### src/rtl/mult_pkg.sv
// Shared types and helpers for the sequential shift-add multiplier.
// Holds the FSM encoding, step-count helper and configuration check.
package mult_pkg;

  typedef enum logic [1:0] {
    IDLE = 2'd0,
    RUN  = 2'd1,
    DONE = 2'd2
  } state_e;

  function automatic int nsteps(int width, int bpc);
    return width / bpc;
  endfunction

  function automatic bit cfg_ok(int width, int bpc);
    return (width >= 2) && (bpc >= 1) && (width % bpc == 0);
  endfunction

endpackage

### src/rtl/mult_step.sv
// One shift-add iteration: folds a group of multiplier bits into the
// accumulator; in signed mode the multiplier MSB carries negative weight.
module mult_step
  import mult_pkg::*;
#(
  parameter int WIDTH          = 4,
  parameter int BITS_PER_CYCLE = 1,
  parameter int CW             = 3
) (
  input  logic [2*WIDTH-1:0]        mcand,
  input  logic [BITS_PER_CYCLE-1:0] bits,
  input  logic [CW-1:0]             step,
  input  logic                      is_signed,
  input  logic [2*WIDTH-1:0]        acc,
  output logic [2*WIDTH-1:0]        acc_nxt
);

  localparam int NSTEPS = nsteps(WIDTH, BITS_PER_CYCLE);
  localparam int PW     = 2 * WIDTH;

  logic          last;
  logic [31:0]   base;
  logic [PW-1:0] pp;

  assign last = (32'(step) == 32'(NSTEPS - 1));

  always_comb begin
    acc_nxt = acc;
    pp      = '0;
    base    = 32'(step) * 32'(BITS_PER_CYCLE);
    for (int j = 0; j < BITS_PER_CYCLE; j++) begin
      pp = bits[j] ? (mcand << (base + 32'(j))) : '0;
      // Two's-complement MSB weighs -2^(WIDTH-1)
      if (is_signed && last && (j == BITS_PER_CYCLE - 1))
        acc_nxt = acc_nxt - pp;
      else
        acc_nxt = acc_nxt + pp;
    end
  end

endmodule

### src/rtl/shift_add_multiplier.sv
// Sequential WIDTH x WIDTH multiplier behind valid/ready handshakes,
// retiring BITS_PER_CYCLE multiplier bits per clock.
module shift_add_multiplier
  import mult_pkg::*;
#(
  parameter int WIDTH          = 4,
  parameter int BITS_PER_CYCLE = 1
) (
  input  logic               clk,
  input  logic               rst_n,
  input  logic               in_valid,
  output logic               in_ready,
  input  logic [WIDTH-1:0]   in_a,
  input  logic [WIDTH-1:0]   in_b,
  input  logic               in_signed,
  output logic               out_valid,
  input  logic               out_ready,
  output logic [2*WIDTH-1:0] out_p
);

  localparam int NSTEPS = nsteps(WIDTH, BITS_PER_CYCLE);
  localparam int CW     = $clog2(NSTEPS + 1);
  localparam int PW     = 2 * WIDTH;

  if (!cfg_ok(WIDTH, BITS_PER_CYCLE)) begin : g_bad_cfg
    $error("shift_add_multiplier: illegal WIDTH/BITS_PER_CYCLE");
  end

  state_e           state;
  logic [PW-1:0]    mcand;
  logic [PW-1:0]    acc;
  logic [PW-1:0]    acc_nxt;
  logic [WIDTH-1:0] mplier;
  logic             sgn;
  logic [CW-1:0]    cnt;
  logic             last_step;

  assign in_ready  = (state == IDLE);
  assign out_valid = (state == DONE);
  assign out_p     = acc;
  assign last_step = (cnt == CW'(NSTEPS - 1));

  mult_step #(
    .WIDTH          (WIDTH),
    .BITS_PER_CYCLE (BITS_PER_CYCLE),
    .CW             (CW)
  ) u_step (
    .mcand     (mcand),
    .bits      (mplier[BITS_PER_CYCLE-1:0]),
    .step      (cnt),
    .is_signed (sgn),
    .acc       (acc),
    .acc_nxt   (acc_nxt)
  );

  always_ff @(posedge clk or negedge rst_n) begin
    if (!rst_n) begin
      state  <= IDLE;
      mcand  <= '0;
      mplier <= '0;
      sgn    <= 1'b0;
      acc    <= '0;
      cnt    <= '0;
    end else begin
      unique case (state)
        IDLE: begin
          if (in_valid) begin
            state  <= RUN;
            mcand  <= in_signed ? {{WIDTH{in_a[WIDTH-1]}}, in_a}
                                : {{WIDTH{1'b0}}, in_a};
            mplier <= in_b;
            sgn    <= in_signed;
            acc    <= '0;
            cnt    <= '0;
          end
        end
        RUN: begin
          // Low group of mplier is always the next one to retire
          acc    <= acc_nxt;
          mplier <= mplier >> BITS_PER_CYCLE;
          cnt    <= cnt + 1'b1;
          if (last_step)
            state <= DONE;
        end
        DONE: begin
          if (out_ready) begin
            state <= IDLE;
            acc   <= '0;
          end
        end
        default: state <= IDLE;
      endcase
    end
  end

endmodule

### config.mk
export PLATFORM = sky130hd
export DESIGN_NAME = shift_add_multiplier
export DESIGN_NICKNAME = d
export VERILOG_FILES = /design/src/rtl/mult_pkg.sv /design/src/rtl/mult_step.sv /design/src/rtl/shift_add_multiplier.sv
export SDC_FILE = /design/constraint.sdc
export NUM_CORES = 1
export LEC_CHECK = 0
export CORE_MARGIN = 1.5
export CORE_UTILIZATION = 54
export DETAILED_ROUTE_END_ITERATION = 10
export MAX_ROUTING_LAYER = met4
export PLACE_DENSITY_LB_ADDON = 0.3
export SLEW_MARGIN = 20
export SYNTH_ARGS = -nofsm -noshare
export SYNTH_HDL_FRONTEND = slang
export SYNTH_SLANG_ARGS = --single-unit
### constraint.sdc
create_clock -name clk -period 4.4 [get_ports clk]
set_input_delay 0.88 -clock clk [delete_from_list [all_inputs] [get_ports clk]]
set_output_delay 0.88 -clock clk [all_outputs]
set_load 0.005 [all_outputs]
==> out/summary.txt <==
vias in the first global route = 1308
CP most frequent cell = o21ai_0
Synth area leader = dfrtp_1
Layout fillers = 234
worst-case clock skew = 0.01101 ns
Hold-fix buffers, CTS = 0
LEAKAGE = 0.8076 nW
sequential fraction of the synthesis area = 0.3459
Max Cap Viol = 0
achievable frequency = 299.7 MHz
Req. time, crit path = 4.64 ns
initial antenna violation count = 0
Setup crit end kind = flip-flop
DR vias/cell = 5.839
critical path's slowest cell = dfrtp_1
DRT iter0 DRCs = 59
placed insts = 232
final RePlAce weighted congestion = 0.9721
Synth cell types = 39
Reg clk slew, reported paths = 0.13 ns
Sink Count = 23
Worst-Skew Late Latency = 0.31 ns
commonest non-fill, non-tap cell in the layout = nand2_1
Slew @ Worst Pin = 0.5843 ns
Starting Density = 0.5882
WHS = 0.5149 ns
Final Util = 0.6732
Synth Instances = 187
CP max stage delay = 0.51 ns
Tcrit/Tclk final = 0.7584
Synth Warn # = 0
top post-synthesis cells by area = dfrtp_1 35%, ha_1 7.5%, o21ai_0 6.3%, nand2_1 5.9%, nor2b_1 4.5%
# port buffers = 22
Max VDD drop = 0.0004468 V
fraction of registers with async set/reset = 1.000
pwr dens = 877.1 nW/µm²
Setup TNS Final = 0 ns
DIE HEIGHT = 58.51 µm
Slew headroom = 0.6097
first-pass detailed-route iteration total = 4
Placeable Area = 2829 µm²
DRC viols = 0
layout cells sized above 1 = 0.06341
total grt overflow = 0
Clk Tree Root Cell = clkbuf_4
CP cell instances = inv_1, nand2_1, or3_1, ha_1, nand2_1, o21ai_0, inv_1, ha_1, nor2b_1, o21ai_0, a21boi_0, o21ai_0, a21oi_1, xnor2_1, a21oi_1, o22ai_1
Hold Vio Cnt, Final = 0
Antenna Nets Post-Route = 0
RSZ-0062 raised after global routing = false
WL/cell = 14.39 µm
pin count of the biggest net entering global routing = 24
die area = 3423 µm²
GRT Total Usage = 0.2172
top cell type's share of synthesized area = 0.3459
synthesized flop and latch total = 23
Crit Path Max Fanout = 11
setup violators final = 0
most frequent cells in the layout = 26 x nand2_1, 23 x dfrtp_1, 21 x o21ai_0, 21 x clkdlybuf4s50_1
HPWL after DPL = 2630 µm
WL final = 3396 µm
Total Nets Final = 230
Reg2Reg Launch Point = cnt[2]
Layout area overhead = 14.44%
Final Max Slew Viols = 0
vias post-DR = 1378
Avg Inst Size Synth = 8.899 µm²
arrival time at the worst endpoint = 3.58 ns
Primary FF master, synth = dfrtp_1
Row Count = 19
Num CTS Buffers = 3
Clock Tree Buf Depth = 2
reg2reg end = out_p[7]
syn_nets = 211
Hold Crit Class = in -> async
mapped cell area = 1664 µm²
Ports = 23
FF-to-FF path depth = 16
Setup Fix Bufs, Post-CTS = 0
Final Non-Filler Cells = 236
chip width = 58.51 µm
ant diodes = 0
crit path launch type = flip-flop
EDFF count, synth = 0
critical setup path kind = reg -> reg
H-Tree Level Count = 1
post_cts resized = 0
FF-to-FF setup slack = 1.06 ns
status = complete, no violations
post-route minimum period = 3.337 ns
CTS tree = yes
first-pass GRT wire length = 5540 µm
## flip-flops by register name, summed over array words and instances (netlist names)
register	flops
cnt	3
mcand	5
mplier	4
out_p	8
sgn	1
state	2
## how the worst max path moves through the flow
stage                          end    from  slack, ns
final                     out_p[7]  cnt[2]       1.06
after global routing      out_p[7]  cnt[2]       0.75
after CTS                 out_p[7]  cnt[2]       1.08
after detailed placement  out_p[7]  cnt[2]       1.11
after global placement    out_p[7]  cnt[2]       1.22
after floorplan           out_p[7]  cnt[2]       1.35
## cell type report
type                    count  area, µm²  share of cell area
clock buffers               4      26.28             0.01380
flip-flops and latches     23      575.6              0.3022
well taps                  31      38.79             0.02037
repair buffers             22      215.2              0.1130
inverters                  11      41.29             0.02168
multi-input cells         145       1007              0.5289
## layer usage
layer,global-route usage,up-vias,part of all wire
li1,-,693,-
met1,0.2574,650,0.43
met2,0.3788,29,0.51
met3,0.01978,6,0.035
met4,0.08638,0,0.016
met5,-,-,0
## where the power goes
group	internal (mW)	total (mW)	switching [mW]	leakage [nW]
clock	0.0353	0.0980	0.0626	0.0150
sequential	0.316	0.460	0.145	0.289
combinational	0.554	1.11	0.557	0.504
total	0.905	1.67	0.765	0.808
## cell families (layout without fill, tap and decap cells)
family,count (synthesis),count (layout),share of synthesized area
AOI/OAI and AO/OA,57,57,0.2203
DFF,23,23,0.3459
muxes,9,9,0.06767
xor gates and xnor gates,11,11,0.05789
adders and majority gates,11,11,0.08722
buffers and inverters,19,37,0.04887
and+or+nand+nor,57,57,0.1722
## critical path: cells and delay by family (launching register included)
family	cells	cell delay (ns)
AOI/OAI and AO/OA	7	1.05
and+or+nand+nor	4	0.69
adders and majority gates	2	0.56
DFF	1	0.51
buffers and inverters	2	0.27
xor gates and xnor gates	1	0.20
## metrics by stage
stage	area (µm²)	total power, mW	setup slack, ns
2_1_floorplan	1664	1.291	1.348
6_report	1904	1.670	1.063
3_5_place_dp	1883	1.571	1.108
4_1_cts	1909	1.675	1.079
5_1_grt	1904	1.821	0.7516
3_3_place_gp	1883	1.526	1.224
## synth_stat cells, types with 3 or more instances
| library cell | n |
|---|---|
| nand2_1 | 26 |
| nor2b_1 | 12 |
| o21ai_0 | 21 |
| mux2i_1 | 3 |
| a21o_1 | 3 |
| nor3_1 | 3 |
| inv_1 | 11 |
| a21oi_1 | 12 |
| xor2_1 | 5 |
| dfrtp_1 | 23 |
| o22ai_1 | 3 |
| mux2_2 | 5 |
| clkbuf_1 | 5 |
| xnor2_1 | 6 |
| nand2b_1 | 4 |
| nor2_1 | 4 |
| ha_1 | 10 |
Power figures use the tool's default switching activity.
